$ cat config.mk
export PLATFORM = sky130hd
export DESIGN_NAME = alu_issue_buffer
export DESIGN_NICKNAME = d
export VERILOG_FILES = /design/src/rtl/alu_issue_buffer.sv
export SDC_FILE = /design/constraint.sdc
export NUM_CORES = 1
export LEC_CHECK = 0
export ABC_AREA = 1
export ABC_CLOCK_PERIOD_IN_PS = 8300
export CORE_AREA = 2 2 124 126
export CTS_CLUSTER_DIAMETER = 30
export DETAILED_ROUTE_END_ITERATION = 10
export DIE_AREA = 0 0 126 128
export GPL_TIMING_DRIVEN = 0
export PLACE_DENSITY = 0.74
export SLEW_MARGIN = 20
export SYNTH_ARGS = -nofsm -noshare
export SYNTH_HDL_FRONTEND = slang
export SYNTH_SLANG_ARGS = --single-unit
$ cat constraint.sdc
create_clock -name clk -period 8.3 [get_ports clk]
set_input_delay 0.83 -clock clk [delete_from_list [all_inputs] [get_ports clk]]
set_output_delay 0.83 -clock clk [all_outputs]
set_load 0.02 [all_outputs]
$ cat src/rtl/alu_issue_buffer.sv
// Two-entry skid buffer feeding alu_module operands and opcode from registers.
// Optional handshake counter on issue_cnt when ISSUE_CNT_EN is defined.
module alu_issue_buffer (
    input  logic        clk,
    input  logic        rst,
    input  logic        in_valid,
    output logic        in_ready,
    input  logic [31:0] in_a,
    input  logic [31:0] in_b,
    input  logic [3:0]  in_aluc,
    input  logic        flush,
    output logic        out_valid,
    input  logic        out_ready,
    output logic [31:0] a,
    output logic [31:0] b,
    output logic [3:0]  aluc
`ifdef ISSUE_CNT_EN
    ,
    output logic [15:0] issue_cnt
`endif
);

    localparam int unsigned DATA_W = 32;
    localparam int unsigned OP_W   = 4;

    typedef enum logic [1:0] {
        ST_EMPTY = 2'd0,
        ST_ONE   = 2'd1,
        ST_TWO   = 2'd2
    } state_t;

    state_t              r_state;
    state_t              w_state_nxt;
    logic                r_in_ready;
    logic                r_out_valid;
    logic [DATA_W-1:0]   r_a;
    logic [DATA_W-1:0]   r_b;
    logic [OP_W-1:0]     r_aluc;
    logic [DATA_W-1:0]   r_skid_a;
    logic [DATA_W-1:0]   r_skid_b;
    logic [OP_W-1:0]     r_skid_aluc;
    logic                w_in_hs;
    logic                w_out_hs;
    logic                w_load_main_in;
    logic                w_load_main_skid;
    logic                w_load_skid;

    assign w_in_hs   = in_valid & r_in_ready;
    assign w_out_hs  = r_out_valid & out_ready;
    assign in_ready  = r_in_ready;
    assign out_valid = r_out_valid;
    assign a         = r_a;
    assign b         = r_b;
    assign aluc      = r_aluc;

    // Next state and data-move selects; flush wins and suppresses all loads
    always_comb begin
        w_state_nxt      = r_state;
        w_load_main_in   = 1'b0;
        w_load_main_skid = 1'b0;
        w_load_skid      = 1'b0;
        if (flush) begin
            w_state_nxt = ST_EMPTY;
        end else begin
            case (r_state)
                ST_EMPTY: begin
                    if (w_in_hs) begin
                        w_load_main_in = 1'b1;
                        w_state_nxt    = ST_ONE;
                    end
                end
                ST_ONE: begin
                    if (w_in_hs && w_out_hs) begin
                        w_load_main_in = 1'b1;
                    end else if (w_in_hs) begin
                        w_load_skid = 1'b1;
                        w_state_nxt = ST_TWO;
                    end else if (w_out_hs) begin
                        w_state_nxt = ST_EMPTY;
                    end
                end
                ST_TWO: begin
                    if (w_out_hs) begin
                        w_load_main_skid = 1'b1;
                        w_state_nxt      = ST_ONE;
                    end
                end
                default: w_state_nxt = ST_EMPTY;
            endcase
        end
    end

    // Handshake flags are registered alongside the state they decode
    always_ff @(posedge clk or posedge rst) begin
        if (rst) begin
            r_state     <= ST_EMPTY;
            r_in_ready  <= 1'b1;
            r_out_valid <= 1'b0;
        end else begin
            r_state     <= w_state_nxt;
            r_in_ready  <= (w_state_nxt != ST_TWO);
            r_out_valid <= (w_state_nxt != ST_EMPTY);
        end
    end

    // Main register only changes on a load, so ALU inputs stay quiet when idle
    always_ff @(posedge clk or posedge rst) begin
        if (rst) begin
            r_a         <= '0;
            r_b         <= '0;
            r_aluc      <= '0;
            r_skid_a    <= '0;
            r_skid_b    <= '0;
            r_skid_aluc <= '0;
        end else begin
            if (w_load_main_in) begin
                r_a    <= in_a;
                r_b    <= in_b;
                r_aluc <= in_aluc;
            end else if (w_load_main_skid) begin
                r_a    <= r_skid_a;
                r_b    <= r_skid_b;
                r_aluc <= r_skid_aluc;
            end
            if (w_load_skid) begin
                r_skid_a    <= in_a;
                r_skid_b    <= in_b;
                r_skid_aluc <= in_aluc;
            end
        end
    end

`ifdef ISSUE_CNT_EN
    localparam int unsigned CNT_W = 16;

    logic [CNT_W-1:0] r_issue_cnt;

    // Counts every output handshake, flush or not; wraps naturally
    always_ff @(posedge clk or posedge rst) begin
        if (rst) begin
            r_issue_cnt <= '0;
        end else if (w_out_hs) begin
            r_issue_cnt <= r_issue_cnt + CNT_W'(1);
        end
    end

    assign issue_cnt = r_issue_cnt;
`endif

endmodule

# --- Yosys cells after proc, flatten, opt, wreduce, memory -nomap -nowiden ---
# Index checks and enable logic that the tools add are counted.
op_classes:
  n_addsub: 0
  mul: 0
  div_mod_pow: 0
  magnitude_cmp: 0
  eq_ne: 3
  n_shift: 0
  mux: 23
  n_bitwise: 2
  n_reduce_logical: 4
op_table:
  columns: ["cell", "n"]
  rows:
  - ["$mux W32", 4]
  - ["$mux W2", 6]
  - ["$mux W1", 9]
  - ["$mux W4", 2]
  - ["$pmux W2 S3", 1]
  - ["$reduce_bool A2 Y1", 2]
  - ["$and A1 B1 Y1", 2]
  - ["$eq A2 B1 Y1 const B", 1]
  - ["$eq A2 B2 Y1 const B", 1]
  - ["$logic_not A2 Y1", 1]
  - ["$ne A2 B2 Y1 const B", 1]
  - ["$pmux W1 S2", 1]
  - ["$logic_and A1 B1 Y1", 1]
totals:
  regBits: 140
  latchBits: 0
  mem_bits_rw: 0
  romBits: 0
  in_bits: 73
  wordCells: 41
  n_memories: 0

# --- Depth between registers and ports, before layout ---
depth:
  ltp_word: 7
  depth_mapped: 9
  ltp_nobuf: 7

# --- Worst setup path after synthesis ---
# Ideal clock, no wire load.
synth_timing:
  path_type: "in2reg"
  from: "in out_ready"
  to: "reg r_b[10] (netlist: b[10])"
  arrival_ns: 1.736
  required_ns: 8.182
  path_slack_ns: 6.447
  path_stages: 7
  path_cell_list: "nand2_1 -> nand2_2 -> buf_4 -> clkbuf_1 -> nand4_1 -> nand3_1 -> nand2_1"
synth_between:
  elab_chain_len: 6
synth_rtl:
  columns: ["item", "line_no", "source"]
  rows:
  - ["start, declared", "13", "input logic out_ready,"]
  - ["$and A1 B1 Y1 (*)", "49", "assign w_out_hs = r_out_valid & out_ready;"]
  - ["$logic_and A1 B1 Y1", "73", "if (w_in_hs && w_out_hs) begin"]
  - ["$mux W1", "73", null]
  - ["$pmux W1 S2", "65", "case (r_state)"]
  - ["$mux W1", "62", "if (flush) begin"]
  - ["$mux W32 or $reduce_bool A2 Y1 (tied branches)", null, null]
  - ["end signal, assigned", "118", "r_b <= in_b;"]
  - ["end signal, assigned", "122", "r_b <= r_skid_b;"]
  - ["end, declared", "37", "logic [DATA_W-1:0] r_b;"]
# Mark *: on every way between the ends. The rest lies on a longest branch, timed or not.
# A chain may end at the register's enable or synchronous reset.

# --- Final worst setup path ---
layout_timing:
  from: "reg r_in_ready (netlist: in_ready)"
  to: "out in_ready"
layout_lines:
  columns: ["item", "line_no", "source"]
  rows:
  - ["start, declared", "34", "logic r_in_ready;"]
  - ["start signal, assigned", "101", "r_in_ready <= (w_state_nxt != ST_TWO);"]
  - ["end, declared", "7", "output logic in_ready,"]
# No word-level cell between the ends.

==> flow_metrics.env <==
export IMPL_drv_slew=0
export IMPL_start_util_pct=44.1
export IMPL_clk_path_buf_depth=2
export IMPL_cp_cell_sequence="clkdlybuf4s50_1"
export IMPL_die_h_um=128
export IMPL_dp_hpwl_mm=11.3
export IMPL_finalSetupViolations=0
export IMPL_period_minus_slack_ns=2.37
export IMPL_hp_class="flop to flop"
export IMPL_fin_nets=1068
export IMPL_syn_inst=833
export IMPL_synthesis_area_sq_um=6550
export IMPL_die_w_um=126
export IMPL_final_cells=1196
export IMPL_slowest_delay_ns=0.60
export IMPL_fillers=1358
export IMPL_crit_path_max_fanout=2
export IMPL_die_area_sq_um=16100
export IMPL_tightest_slew_ns=0.501
export IMPL_hp_start="b[23]$_DFFE_PP0P_"
export IMPL_area_growth_syn_to_layout_pct=34.3
export IMPL_fmax_mhz=422
export IMPL_power_total_mw=3.02
export IMPL_seq_area_frac_synth_pct=53.5
export IMPL_synth_distinct_cells=21
export IMPL_clk_latency_ns=0.42
export IMPL_worstPathArrival_ns=1.54
export IMPL_io_pins=143
export IMPL_routed_wire_length_per_instance_um=14.3
export IMPL_grt_overflow=0
export IMPL_startpoint_type="flop"
export IMPL_rsz0062_at_grt="false"
export IMPL_post_cts_setup_buffers=0
export IMPL_setup_tns_final_ns=0
export IMPL_cts_root_buf="clkbuf_16"
export IMPL_placed_cells=1164
export IMPL_grt_max_degree=80
export IMPL_num_rows=45
export IMPL_ant_nets=0
export IMPL_outcome="completed"
export IMPL_cts_resized=0
export IMPL_ys_ff_latch=140
export IMPL_routed_wirelength_mm=17.1
export IMPL_antenna_found_initial=0
export IMPL_critPathRequiredTime_ns=7.47
export IMPL_postLayoutCoreUtil_pct=59.2
export IMPL_timing_critical_path_buf_inv=1
export IMPL_cpMaxStageDelayCell="clkdlybuf4s50_1"
export IMPL_diodes=0
export IMPL_place_area_sq_um=8250
export IMPL_synth_nets=906
export IMPL_min_period_over_period_pct=28.5
export IMPL_relSlewSlack_pct=66.6
export IMPL_vias=5955
export IMPL_critPathLaunch="in_ready$_DFF_PP1_"
export IMPL_finalHoldViolations=0
export IMPL_endpoint_kind="output pin"
export IMPL_fin_area_sq_um=8800
export IMPL_cellLeakagePower_nw=4.63
export IMPL_place_gp_congestion=0.818
export IMPL_clkSlewWorstSetupHoldPaths_ns=0.06
export IMPL_numClockSinks=140
export IMPL_grt_usage_pct=22.0
export IMPL_r2r_start="in_ready$_DFF_PP1_"
export IMPL_yosys_warnings=0
export IMPL_h_tree_depth=4
export IMPL_crit_type="flop to output pin"
export IMPL_viasPerCell=4.98
export IMPL_hold_buffers=0
export IMPL_drv_cap=0
export IMPL_avgSynthCellArea_sq_um=7.87
export IMPL_vdd_drop_max_uv=168
export IMPL_drt_initial_drc_count=564
export IMPL_core_area_sq_um=14900
export IMPL_cts_tree="built"
export IMPL_cp_top_family="buffers and inverters"
export IMPL_cts_buffers_inserted=17
export IMPL_finalClockSkew_ns=0.00502
export IMPL_drtPass1Iterations=5
export IMPL_grt_first_pass_wirelength_mm=28.6
export IMPL_drive_above_1_share_pct=6.75
export IMPL_grt_pass1_vias=5826
export IMPL_pwr_density_cell_nw_per_um2=343
export IMPL_port_buffers=142
export IMPL_drcViolationCount=0
## worst reg2reg max path: cells and delay by family (launching register included)
family / cells / cell delay, ns
flops: 1 / 0.52
simple gates: 4 / 0.44
buf+inv: 3 / 0.89
## area by class of cell
cell class,count,area [sq um],share of cell area [%]
Sequential cell,140,3500,39.8
Inverter,142,541,6.14
Clock inverter,7,62.6,0.711
Timing Repair Buffer,143,1450,16.5
Tap cell,188,235,2.67
Multi-Input combinational cell,494,2240,25.4
Clock buffer,25,495,5.63
Buffer,57,277,3.14
## state kept, by name, summed over array words and instances (netlist names)
register / cells
r_skid_a: 32
out_valid: 1
b: 32
in_ready: 1
r_state: 2
r_skid_b: 32
aluc: 4
r_skid_aluc: 4
a: 32
## cell usage after synthesis (all sizes together)
library cell  number  area [sq um]
nand4             67           434
buf               32           183
clkbuf            25          93.8
nand2            272          1030
o21ai             70           350
dfstp              1          26.3
nor3               1          5.00
dfrtp            139          3480
nand3             76           385
nor2               7          33.8
a21oi              1          5.00
inv              142           533
## logic make-up (layout without fill, tap and decap cells)
family	Yosys count	count (layout)	share of synthesized area, %
and+or+nand+nor	423	423	28.8
buffers and inverters	199	374	12.4
DFF	140	140	53.5
AOI/OAI and AO/OA	71	71	5.42
## per-layer routing
layer / part of all wire (%) / vias to the layer above / track usage [%]
li1: - / 2937 / -
met1: 46 / 2781 / 30.1
met2: 46 / 211 / 34.9
met3: 6.2 / 26 / 4.67
met4: 1.9 / 0 / 8.02
met5: 0 / - / 0
## cell usage in the layout, fill, tap and decap left out, types with 17 or more instances in the layout
cell             instances
nand4_1                 66
dfrtp_1                139
nand3_1                 75
clkdlybuf4s50_1        142
clkbuf_16               17
clkbuf_1                29
nand2_1                270
inv_1                  139
buf_2                   23
o21ai_0                 54
## where the power goes
part	internal (mW)	switching, mW	total, mW
Sequential	0.998	0.171	1.17
Clock	0.441	0.280	0.721
Combinational	0.502	0.624	1.13
Total	1.94	1.07	3.02
## final timing paths
check | depth (start not counted) | end | slack, ns
max | 1 | in_ready | 5.93
min | 2 | b[23]$_DFFE_PP0P_ | 0.48
max reg2reg | 7 | b[19]$_DFFE_PP0P_ | 6.33
min reg2reg | 2 | b[23]$_DFFE_PP0P_ | 0.48
max in group asynchronous | 3 | in_ready$_DFF_PP1_ | 6.70
min in group asynchronous | 2 | b[30]$_DFFE_PP0P_ | 0.83
## metrics by stage
stage / hold slack, ns / worst slack, ns
global route: 0.501 / 5.78
global placement: 0.464 / 1.67
CTS: 0.480 / 5.91
detailed placement: 0.465 / 5.52
floorplan: 0.453 / 3.72
finish: 0.476 / 5.93
Power figures use the tool's default switching activity.
